File: src/rtl/collect_data_5.sv
// Collects packets from five routers into an arrival FIFO and shows the head
// entry (router number and 6-bit data) on three active-low 7-segment digits.
module collect_data_5 #(
  parameter int N2    = 7,
  parameter int DEPTH = 8
) (
  input  logic          clk,
  input  logic          rst_n,
  input  logic [N2-1:0] in_router1,
  input  logic [N2-1:0] in_router2,
  input  logic [N2-1:0] in_router3,
  input  logic [N2-1:0] in_router4,
  input  logic [N2-1:0] in_router5,
  input  logic          sw_clear,
  input  logic          key_next,
  output logic [6:0]    hex_data_lo,
  output logic [6:0]    hex_data_hi,
  output logic [6:0]    hex_router,
  output logic [7:0]    pkt_count,
  output logic          fifo_empty,
  output logic          fifo_full,
  output logic          overflow
);

  localparam int DW = N2 - 1;
  localparam int AW = $clog2(DEPTH);
  localparam int CW = AW + 1;
  localparam int EW = DW + 3;
  localparam logic [6:0] DASH = 7'b1111110;

  function automatic logic [6:0] seg7(input logic [3:0] v);
    logic [6:0] p;
    case (v)
      4'h0: p = 7'b1111110;
      4'h1: p = 7'b0110000;
      4'h2: p = 7'b1101101;
      4'h3: p = 7'b1111001;
      4'h4: p = 7'b0110011;
      4'h5: p = 7'b1011011;
      4'h6: p = 7'b1011111;
      4'h7: p = 7'b1110000;
      4'h8: p = 7'b1111111;
      4'h9: p = 7'b1111011;
      4'hA: p = 7'b1110111;
      4'hB: p = 7'b0011111;
      4'hC: p = 7'b1001110;
      4'hD: p = 7'b0111101;
      4'hE: p = 7'b1001111;
      default: p = 7'b1000111;
    endcase
    return ~p;
  endfunction

  logic [4:0]    rin_valid;
  logic [DW-1:0] rin_data [5];

  assign rin_valid   = {in_router5[N2-1], in_router4[N2-1], in_router3[N2-1],
                        in_router2[N2-1], in_router1[N2-1]};
  assign rin_data[0] = in_router1[DW-1:0];
  assign rin_data[1] = in_router2[DW-1:0];
  assign rin_data[2] = in_router3[DW-1:0];
  assign rin_data[3] = in_router4[DW-1:0];
  assign rin_data[4] = in_router5[DW-1:0];

  logic [4:0]    prev_valid_q, pending_q, pending_d;
  logic [DW-1:0] pend_data_q [5];
  logic [DW-1:0] pend_data_d [5];
  logic          key_q;
  logic [EW-1:0] mem [DEPTH];
  logic [AW-1:0] wptr_q, wptr_d, rptr_q, rptr_d;
  logic [CW-1:0] count_q, count_d;
  logic [7:0]    pkt_count_d;
  logic          overflow_d;

  logic [4:0]    arrival;
  logic          pop, push, have_pend;
  logic [2:0]    sel_idx;
  logic [EW-1:0] wr_entry, head;
  logic [5:0]    head_data;
  logic [2:0]    head_rtr;

  // NOTE: every signal gets a default at the top of always_comb so no path
  // leaves it unassigned, which would otherwise infer a latch.
  always_comb begin
    arrival   = rin_valid & ~prev_valid_q & {5{~sw_clear}};
    pop       = key_next && !key_q && (count_q != '0) && !sw_clear;
    have_pend = 1'b0;
    sel_idx   = 3'd0;
    for (int i = 4; i >= 0; i--) begin
      if (pending_q[i]) begin
        have_pend = 1'b1;
        sel_idx   = 3'(i);
      end
    end
    // A pop in the same cycle frees the slot the write needs when full.
    push     = have_pend && ((count_q != CW'(DEPTH)) || pop) && !sw_clear;
    wr_entry = {sel_idx + 3'd1, pend_data_q[sel_idx]};

    overflow_d = overflow;
    for (int i = 0; i < 5; i++) begin
      pending_d[i]   = pending_q[i];
      pend_data_d[i] = pend_data_q[i];
      if (push && sel_idx == 3'(i)) pending_d[i] = 1'b0;
      if (arrival[i]) begin
        if (pending_q[i] && !(push && sel_idx == 3'(i))) begin
          overflow_d = 1'b1;
        end else begin
          pending_d[i]   = 1'b1;
          pend_data_d[i] = rin_data[i];
        end
      end
    end

    wptr_d      = wptr_q + AW'(push);
    rptr_d      = rptr_q + AW'(pop);
    count_d     = count_q + CW'(push) - CW'(pop);
    pkt_count_d = (push && pkt_count != 8'hFF) ? pkt_count + 8'd1 : pkt_count;

    if (sw_clear) begin
      pending_d   = '0;
      overflow_d  = 1'b0;
      wptr_d      = '0;
      rptr_d      = '0;
      count_d     = '0;
      pkt_count_d = '0;
    end
  end

  assign head      = mem[rptr_q];
  assign head_rtr  = head[EW-1 -: 3];
  assign head_data = 6'(head[DW-1:0]);

  // NOTE: the storage array has no reset; the pointers and occupancy define
  // which entries are meaningful, so stale contents are never observed.
  always_ff @(posedge clk) begin
    if (rst_n && push) mem[wptr_q] <= wr_entry;
  end

  always_ff @(posedge clk) begin
    if (!rst_n) begin
      prev_valid_q <= '0;
      pending_q    <= '0;
      pend_data_q  <= '{default: '0};
      key_q        <= 1'b0;
      wptr_q       <= '0;
      rptr_q       <= '0;
      count_q      <= '0;
      pkt_count    <= '0;
      overflow     <= 1'b0;
      fifo_empty   <= 1'b1;
      fifo_full    <= 1'b0;
      hex_data_lo  <= DASH;
      hex_data_hi  <= DASH;
      hex_router   <= DASH;
    end else begin
      prev_valid_q <= rin_valid;
      pending_q    <= pending_d;
      pend_data_q  <= pend_data_d;
      key_q        <= key_next;
      wptr_q       <= wptr_d;
      rptr_q       <= rptr_d;
      count_q      <= count_d;
      pkt_count    <= pkt_count_d;
      overflow     <= overflow_d;
      fifo_empty   <= (count_d == '0);
      fifo_full    <= (count_d == CW'(DEPTH));
      if (count_q == '0) begin
        hex_data_lo <= DASH;
        hex_data_hi <= DASH;
        hex_router  <= DASH;
      end else begin
        hex_data_lo <= seg7(head_data[3:0]);
        hex_data_hi <= seg7({2'b00, head_data[5:4]});
        hex_router  <= seg7({1'b0, head_rtr});
      end
    end
  end

endmodule

File: config.mk
export PLATFORM = sky130hd
export DESIGN_NAME = collect_data_5
export DESIGN_NICKNAME = d
export VERILOG_FILES = /design/src/rtl/collect_data_5.sv
export SDC_FILE = /design/constraint.sdc
export NUM_CORES = 1
export LEC_CHECK = 0
export ABC_CLOCK_PERIOD_IN_PS = 3300
export BUFFER_PORTS_ARGS = -buffer_cell sky130_fd_sc_hd__clkbuf_2
export CORE_MARGIN = 2
export CORE_UTILIZATION = 24
export DETAILED_ROUTE_END_ITERATION = 10
export SYNTH_ARGS = -nofsm -noshare
export SYNTH_HDL_FRONTEND = slang
export SYNTH_SLANG_ARGS = --single-unit
File: constraint.sdc
create_clock -name clk -period 3.3 [get_ports clk]
set_input_delay 0.165 -clock clk [delete_from_list [all_inputs] [get_ports clk]]
set_output_delay 0.165 -clock clk [all_outputs]
set_load 0.02 [all_outputs]
After elaboration in Yosys (flattened, before gate mapping)
Memory sizes are Yosys's and may differ from the RTL's. A register that Yosys moved wholly into a read port is not among the register bits. Cells that the tools add are included.

Register bits: 83. Memory bits (writable): 72. ROM bits: 168. Input port bits: 39. Output and inout bits: 32. Logic and storage cells: 138. Memories kept: 3.

Memories: (no name shown) (words 16, width 7, read ports 1, clocked after Yosys merged registers in 0, write ports 0, RTL line 33) `case (v)`; mem (words 8, width 9, read ports 1, clocked after Yosys merged registers in 1, write ports 1, RTL line 69) `logic [EW-1:0] mem [DEPTH];`; (no name shown) (words 8, width 7, read ports 1, clocked after Yosys merged registers in 0, write ports 0, RTL line 33).

$add $sub $neg: 6. $lt $le $gt $ge: 1. Equality and inequality tests: 10. Muxes and demuxes: 49. Bitwise gates (word level): 14. Reduce and logical (&&, ||, !) cells: 37.

Operators with widths (count): two-way mux 7 bit (6); two-way mux 1 bit (32); one-hot mux 7 bit (4 select lines) (1); NOT 7 bit (3); binary-select mux 6 bit (select 3 bit) (1); two-way mux 3 bit (6); logical AND 1 bit (17); two-way mux 6 bit (2); bitwise AND 5 bit (2); AND reduction 2 bit (5); adder 8 x 1 -> 8 bit, second input constant (1); logical NOT 4 bit (2); inequality test 8 bit, second input constant (1); logical NOT 1 bit (7); NOT 1 bit (7); adder 3 x 1 -> 3 bit (2); == test 3 x 2 -> 1 bit, second input constant (2); NOT 5 bit (1); adder 4 x 1 -> 4 bit (1); == test 2 bit, second input constant (2); == test 4 bit, second input constant (1); >= comparator 4 bit, second input constant (1); two-way mux 4 bit (1); inequality test 4 bit, second input constant (1); other kinds (11) (12).

Longest topological paths before layout
Gate-level depths: netlist of the first run.

Depth in word-level cells: 20. Depth in mapped cells: 13.

Worst setup path before layout of the first run
Ideal clock, no wire load.

Path type: register to register. From: register count_q[2]. To: register fifo_empty. Arrival: 2693 ps. Data required time: 3199 ps. Setup slack: 506 ps. Cell stages (with the launch flop): 11. Cell sequence: dfxtp_1 inv_1 ha_1 or3b_2 clkbuf_1 o221ai_2 ha_1 inv_1 ha_1 fa_1 o41ai_1.

Longest elaborated chain between the ends: 10. Elaborated cells between the ends (all ways): 11. Classes of those cells: add/sub (2); eq/ne (1); mux (1); reduce/logical (7).

Ends and longest elaborated chain: start: declaration (RTL line 71) `logic [CW-1:0] count_q, count_d;`; start signal: assignment (RTL line 162) `count_q <= count_d;`; nonzero test 4 bit (RTL line 86) `pop = key_next && !key_q && (count_q != '0) && !sw_clear;`; logical AND 1 bit (2 in series) (RTL line 86); logical OR 1 bit (RTL line 96) `push = have_pend && ((count_q != CW'(DEPTH)) || pop) && !sw_clear;`; logical AND 1 bit (2 in series) (RTL line 96); adder 4 x 1 -> 4 bit (RTL line 116) `count_d = count_q + CW'(push) - CW'(pop);`; subtractor 4 x 1 -> 4 bit * (RTL line 116); two-way mux 4 bit * (RTL line 119) `if (sw_clear) begin`; logical NOT 4 bit * (RTL line 165) `fifo_empty <= (count_d == '0);`; end signal: assignment (RTL line 165); end: declaration (RTL line 20) `output logic fifo_empty,`.

Every way passes the cells marked *; elsewhere a longest branch is shown, timed or not. A chain may end at the register's enable or synchronous reset.

Worst setup path in the final report of the first run
Same ends and word-level chain as after synthesis.

==> results of run 1 <==
worst register-to-register path: stages (launching register included):
cell      delay (ns)
dfxtp_1         0.32
inv_1           0.07
ha_1            0.25
nor4b_4         0.27
buf_4           0.20
o221ai_2        0.12
ha_1            0.29
inv_1           0.04
ha_1            0.19
fa_1            0.39
xor2_1          0.19
o41ai_1         0.31
metrics by stage:
step | hold slack (ns) | power, W | instances | instance area [um^2]
3_3_place_gp | 0.391 | 0.00245 | 955 | 7560
2_1_floorplan | 0.287 | 0.00234 | 504 | 6670
3_5_place_dp | 0.394 | 0.00245 | 955 | 7560
6_report | 0.00621 | 0.00447 | 1012 | 8430
5_1_grt | 0.0204 | 0.00463 | 1012 | 8430
4_1_cts | 0.00207 | 0.00452 | 1012 | 8430
state kept, by name (all words and copies together), names as in the netlist, 3 cells and up:
register and cells:
rptr_q 3, hex_router 7, pkt_count 8, prev_valid_q 5
pending_q 5, hex_data_hi 6, hex_data_lo 7, count_q 4
wptr_q 3, pend_data_q 30, mem 72
layout make-up:
cell class	count	area [um^2]
clock buffer	19	475
multi-input combinational	307	2680
sequential	154	3800
inverter	23	86.3
timing repair buffer	118	773
fill	2782	19100
tap	378	473
clock inverter	13	143
cell usage in the layout (no fill, tap or decap), types with 25 or more instances in the layout:
cell	netlist	layout
dfxtp_1	82	82
edfxtp_1	72	72
clkbuf_2	1	70
mux2i_1	37	37
nor2b_1	32	32
ha_1	27	27
nand2_1	26	26
dlygate4sd3_1	0	25
power groups by stage:
stage	Combinational, W	Clock (W)	Sequential, W
5_1_grt	0.000395	0.00216	0.00208
3_3_place_gp	0.000330	0	0.00212
3_5_place_dp	0.000332	0	0.00212
6_report	0.000353	0.00204	0.00208
2_1_floorplan	0.000207	0	0.00213
4_1_cts	0.000357	0.00208	0.00208
per-layer routing:
metal | wire length [um] | part of all wire | up-vias
met3 | 747 | 0.053 | 12
met2 | 6330 | 0.45 | 97
met5 | 0 | 0 | -
met4 | 186 | 0.013 | 0
met1 | 6920 | 0.49 | 1985
li1 | - | - | 2069
worst paths after layout:
check                                      from         endpoint
worst max-delay path                 count_q[2]       fifo_empty
worst min-delay path              in_router1[4]  pend_data_q[28]
worst max register to register       count_q[2]       fifo_empty
worst min register to register  prev_valid_q[2]     pending_q[2]
cell families after synthesis:
kind of cell / Yosys count / synth area share
muxes: 72 / 0.152
DFF: 154 / 0.571
adders and majority gates: 28 / 0.0537
and+or+nand+nor: 137 / 0.114
buffers and inverters: 43 / 0.0276
AOI/OAI and AO/OA: 60 / 0.0689
xor gates and xnor gates: 10 / 0.0131
==> impl_summary.md, run 1 <==
Run status
The flow ran to the end, and the final reports show no timing, DRC or antenna violations.

Worst setup path
The cell that appears most often on the critical path is ha_1. The maximum fanout along the worst path is 7. The worst setup path is launched from a flip-flop.

The critical setup path kind is flip-flop to flip-flop. The signal on the critical path passes through inv_1 -> ha_1 -> nor4b_4 -> buf_4 -> o221ai_2 -> ha_1 -> inv_1 -> ha_1 -> fa_1 -> xor2_1 -> o41ai_1. The total number of cells along the worst setup path is 11.

The element type at the critical path end is a flip-flop. Among cell families on the critical path, the largest total delay comes from adder cells. Across all register-to-register paths, the minimum setup slack is 0.55 ns. The number of cells on the worst reg-to-reg path is 11.

For the worst setup path, the data required time is 3.62 ns. STA puts the critical path data arrival time at 3.08 ns. Together, buffers and inverters on the worst path number 3. The largest individual stage delay along the critical path comes from the cell fa_1.

For this run, the slowest stage of the critical path takes 0.39 ns.

Synth
The flip-flop and latch count after synthesis is 154. Counting flops with a built-in enable in the synthesized netlist gives 72. A synthesized cell averages 13.2 um^2. The synthesized netlist net count is 571. Of the synthesized area, sequential elements account for 0.571.

The commonest cells after synthesis are dfxtp_1 (82), edfxtp_1 (72), mux2i_1 (37). After synthesis the cells add up to 6670 um^2. For this run, asynchronously set or reset flops after synthesis account for 0. The number of synthesis warnings is 0. The area share of the largest cell type after synthesis is 0.324. The cell count after synthesis came out at 504. The most frequent cell after synthesis is dfxtp_1. The leading register cell type out of synthesis is dfxtp_1. Of all cell types, the one taking the most synthesized area is edfxtp_1.

Yosys mapped the design onto 61 distinct sky130hd cell types. After synthesis, the cell types taking the most area are edfxtp_1 (32%), dfxtp_1 (25%), mux4_2 (7.4%), mux2i_1 (5.6%), ha_1 (5.1%).

Layout
In the final layout, the share of cells above drive strength 1 is 0.282. The area overhead of the layout relative to synthesis is 26.5%. The final net count is 688. The final core utilization is 0.306. The repair_antennas step left the layout with diodes totalling 0.

Global route
Entering global routing, the biggest net connects 33 pins. The global routing's busiest layer is met2. The total routing resource utilization after global routing is 0.103. The first global-routing pass estimated 22800 um of wire. For this run the aggregate overflow at the end of global routing stands at 0. For this run, global-route usage on met1 was measured as 0.141. For this run, global-route usage on met3 was measured as 0.0264. In the global route stage, met2 resource usage came out at 0.158. The number of antenna violations at the first check in global routing is 0. The number of global-route vias before repair is 4132.

Power and ir drop
The share of total power dissipated in combinational logic is 0.079. The proportion of power drawn by flip-flops and latches is 0.465. Of the total power, the share spent switching nets is 0.246. Of the total power, the clock network draws 0.456. The power dissipated by switching net loads is 0.00110 W.

The worst-case IR drop observed on VDD is 0.284 mV. Cell internal power was estimated by the tool at 0.00337 W. In this run the static leakage power is 3.09 nW.

Dividing total power by cell area gives a power density of 530 nW/um^2.

STA
After layout, the worst setup slack is 0.547 ns. Static timing analysis puts the maximum clock frequency at 363 MHz. The minimum period implied by the final worst setup slack is 2.75 ns.

The final number of hold-violating endpoints is 0. At the pin with the least slew margin, the transition time is 0.829 ns. In the final timing run, aggregate negative setup slack is 0 ns. Setup repair after global routing left no endpoint under its margin. Setup violations remaining at the end of the flow were counted as 0. The number of pins exceeding their max-slew limit in the final report came to 0. The normalized max-slew margin is 0.443. Of the available clock period, the critical path in the final layout requires 0.834. The setup clock skew after layout is 0.0150 ns.

Place
The final weighted congestion of routability-driven global placement is 0.787. At the placement stage, the worst setup path has a slack of 0.537 ns. Detailed placement ended at an HPWL of 9990 um. During placement, the flow inserted port buffers numbering 70.

CTS
Clock-pin slew was measured on the worst setup and hold paths at 0.07 ns. The number of clock buffers added by TritonCTS is 17. The number of buffers added for setup after CTS is 0. Clock latency on the worst-skew pair, taken at its later pin, is 0.44 ns. The clock passes through at most 2 buffers. For this design, the sink count on the clock tree is 154. The number of hold buffers added after CTS is 25.

The clock tree synthesis step divided the H-tree into 4 levels. The clock tree root buffer cell is clkbuf_16. The clock tree from TritonCTS is done.

After clock tree synthesis, the repair step resized 0 gates.

Hold path
Along the worst hold path, the cell count comes to 3. The min-delay analysis places its worst path in the category primary input to flip-flop.

Drt
The post-detailed-route DRC marker count is 0. The total detailed-routing wirelength is 14200 um. Dividing the detail-routed wire length by the instance count gives 14.0 um. Before antenna repair, the detailed router went through 4 iterations.

The number of nets with antenna violations after detailed routing is 0. For this block, the initial DRC count from the detailed router was 192. The average vias per placed instance is 4.11. The total vias in the final route is 4163.

Floorplan
The die is 171 um tall. The site row count is 61. The width of the die is 171 um.

During I/O placement, the number of pins put on the boundary was 71. The die covers 29100 um^2. The placeable core area is 27600 um^2. The effective utilization at floorplan is 0.242.

Job
Max-cap violations in this run came to 0.
Note: power is estimated with default switching activity, not from simulation.
==> inputs of run 2 (changes only) <==
ABC_AREA = 1   (was unset)
ABC_CLOCK_PERIOD_IN_PS = 2600   (was 3300)
clock period = 2.6 ns   (was 3.3 ns; I/O delays follow)
==> run 2 against run 1 <==
Effect of this change:
- fmax is 13% higher
- routed wire length is 11% higher
- critical path depth is 3 higher
- first-iteration DRC count is 57% higher
- synthesized area is 0.68% higher
- sequential share of layout area is 0.22 points lower
- total power is 19% higher
- largest cell class unchanged
- count of clock-buffer cells in the layout is 6 higher
==> impl_summary.md, run 2 <==
Synth
The synthesized netlist occupies a cell area of 6710 um^2. The synthesized netlist net count is 795. The most frequent cell after synthesis is nand2_1. The number of synthesis warnings is 0.

The share of synthesized registers carrying an async set or reset is 0. In this run, distinct cell masters in the synthesized netlist total 39. Sorting the synthesized cells by area gives the leading types as edfxtp_1 (32%), dfxtp_1 (24%), nand2_1 (7.0%), ha_1 (5.0%), nor2_1 (4.9%). A synthesized cell averages 9.22 um^2.

For this run, the leading register cell type out of synthesis is dfxtp_1. The synthesized netlist cell count is 728. The share of synthesized area occupied by flip-flops and latches is 0.567. In the synthesized netlist, the cells that appear most often are nand2_1 (126), nor2_1 (88), dfxtp_1 (82). The number of enable flip-flop cells after synthesis is 72.

The share of synthesized area in the top cell type comes to 0.322. The flip-flop and latch count after synthesis is 154. The biggest area contributor in the post-synthesis netlist is edfxtp_1.

Drt
The per-cell routed wire length is 12.7 um. The routed layout has 5259 vias. The average vias per placed instance is 4.24. The post-detailed-route DRC marker count is 0. The number of nets with antenna violations after detailed routing is 0. The number of violations reported at the end of detailed-routing iteration 0 is 302. The final layout contains routed wiring with a total length of 15700 um. The pre-antenna-repair detailed-routing pass consisted of 4 iterations.

Worst setup path
The endpoint required time on the critical path is 2.92 ns. The critical path contains buffers and inverters numbering 3 combined. The category of the worst setup path launch point is a flip-flop. The kind of cell with the highest combined delay along the critical path is adder cells. The maximum fanout along the worst path is 3. The element type at the critical path end is a flip-flop. The critical path goes through inv_1 -> ha_1 -> nand2_1 -> nand2_2 -> nand2_2 -> nand2_2 -> ha_1 -> inv_1 -> ha_1 -> fa_1 -> xor2_1 -> a21oi_2 -> o21ai_1 -> inv_1. The delay of the slowest critical-path stage is 0.39 ns. Data on the critical path arrives at its endpoint at 2.76 ns.

The critical path is of the flip-flop to flip-flop type. The library cell contributing the largest single delay on the critical path is fa_1.

STA
Final hold analysis gives a worst-case slack of 0.0161 ns. The share of the cycle needed by the critical path after routing is 0.938. Setup repair after global routing could not meet its margin everywhere. Setup violations remaining at the end of the flow were counted as 0. Subtracting the final worst setup slack from the clock period gives 2.44 ns. The final number of hold-violating endpoints was 0. The number of pins exceeding their max-slew limit in the final report is 0. Once routing completed, OpenROAD measured the worst setup slack at 0.161 ns.

The setup clock skew after layout is 0.0136 ns. The maximum clock frequency is 410 MHz. The normalized max-slew margin is 0.232. The slew at the pin with the worst max-slew slack is 1.14 ns.

Floorplan
The placeable core area is 27600 um^2. The floorplan step set the die width to 171 um. The site row count is 61. Pin placement for this block handled 71 I/O pins. The overall die area is 29300 um^2. The height of the die is 171 um. For this configuration, the core starts out at a cell density of 0.243.

Global route
The number of global-route vias before repair was 4853. The largest net degree at the start of global routing is 25. The total global routing overflow is 0. The global-route wire length before repair is 24900 um. The number of antenna violations at the first check in global routing was 0. The total routing resource utilization after global routing is 0.110.

CTS
The clock latency at the later pin of the worst-skew pair is 0.42 ns. The clock sink count is 154. The longest clock path from root to sink contains 2 buffers. In this run the number of H-tree levels came out at 4. The cell sitting at the root of the clock tree is a clkbuf_16. TritonCTS built the clock tree. Clock-pin slew was measured on the worst setup and hold paths at 0.06 ns. The number of clock buffers inserted by TritonCTS is 17.

Place
After legalization and detailed placement, the total HPWL measured 10900 um. The instance area after placement is 7580 um^2. The count of buffers from port buffering is 70. The congestion estimate from routability-driven global placement came to 0.806. The placement-stage worst setup slack is 0.0847 ns.

Layout
The number of antenna diodes in the final layout is 0. The register with the most flip-flops in the layout has 72 of them. The cell area after layout is 8480 um^2. The top register by number of flip-flops is mem.

In the final layout, the registers with the most flip-flops are mem x72, pend_data_q x30, pkt_count x8. The library cell used most frequently in the layout, excluding fill and tap cells, is nand2_1. The top cell types in the final layout, fill and taps aside, are nand2_1 (125), nor2_1 (88), dfxtp_1 (81). Of the cells placed in the final design, the portion with a size suffix greater than 1 is 0.180. The final net count is 916.

Relative to the synthesized area, the layout overhead comes to 26.3%.

Job
Across the run, the number of max-cap violations was 0.

Power and ir drop
For this design the static power due to leakage is 3.36 nW. The worst IR drop on VDD is 0.422 mV. In this run the power density over the cells is 628 nW/um^2.

Run status
The flow ran to the end, and the final reports show no timing, DRC or antenna violations.

Hold path
The type of the most critical hold path is primary input to flip-flop.
-- run 2: cell count changes after synthesis, sizes merged, moves of 32 or more --
| cell | delta |
|---|---|
| mux2i | -38 |
| o21ai | +42 |
| nor2 | +67 |
| nor2b | -32 |
| a21oi | +43 |
| nand3 | +53 |
| nand2 | +115 |
| inv | +48 |
-- run 2: worst paths after layout --
kind | startpoint | endpoint | slack (ns) | cells past startpoint
worst max-delay path | count_q[2] | fifo_empty | 0.16 | 14
worst min-delay path | in_router5[3] | pend_data_q[3] | 0.02 | 3
worst max register to register | count_q[2] | fifo_empty | 0.16 | 14
worst min register to register | pend_data_q[16] | pend_data_q[16] | 0.46 | 2
-- run 2: repair_timing --
action / 4_1_cts / 5_1_grt
hold buffers: 32 / 1
resized for setup: 0 / 6
setup endpoints to repair: 0 / 2
hold endpoints to repair: 32 / 1
setup buffers: 0 / 1
-- run 2: power breakdown --
part / switching, W / leakage (nW) / internal, W
Combinational: 0.000260 / 1.77 / 0.000154
Clock: 0.000945 / 0.267 / 0.00132
Sequential: 0.0000250 / 1.32 / 0.00261
Total: 0.00123 / 3.36 / 0.00409
-- run 2: area by class of cell --
cell class	instances	area, um^2
clock buffers	25	497
clock inverters	7	41.3
fillers	2929	19200
inverters	72	273
multi-input cells	478	2520
flip-flops and latches	154	3800
well taps	378	473
repair buffers	126	866
-- run 2: stage by stage --
stage,TNS (ns),cells,total power (W),util
detailed placement,0,1174,0.00306,0.274
global route,-0.0322,1240,0.00553,0.307
CTS,0,1238,0.00537,0.306
global placement,0,1174,0.00306,0.274
finish,0,1240,0.00532,0.307
floorplan,0,728,0.00292,-
-- run 2: kinds of logic after synthesis --
logic type,Yosys count,synth area share
AOI/OAI and AO/OA,135,0.111
xor gates and xnor gates,6,0.00783
adders and majority gates,28,0.0533
buffers and inverters,96,0.0604
DFF,154,0.567
and+or+nand+nor,309,0.201
-- run 2: routing by layer --
| metal | share of wire | up-vias | track usage |
|---|---|---|---|
| met5 | 0 | - | 0 |
| met4 | 0.015 | 0 | 0.0416 |
| met3 | 0.052 | 18 | 0.0258 |
| met2 | 0.45 | 147 | 0.175 |
| met1 | 0.49 | 2409 | 0.146 |
| li1 | - | 2685 | - |
-- run 2: worst reg2reg max path, stage by stage (launching register included) --
cell and delay (ns):
dfxtp_1 0.30, inv_1 0.06, ha_1 0.20, nand2_1 0.10, nand2_2 0.10, nand2_2 0.10
nand2_2 0.07, ha_1 0.26, inv_1 0.04, ha_1 0.20, fa_1 0.39, xor2_1 0.25
a21oi_2 0.10, o21ai_1 0.13, inv_1 0.05
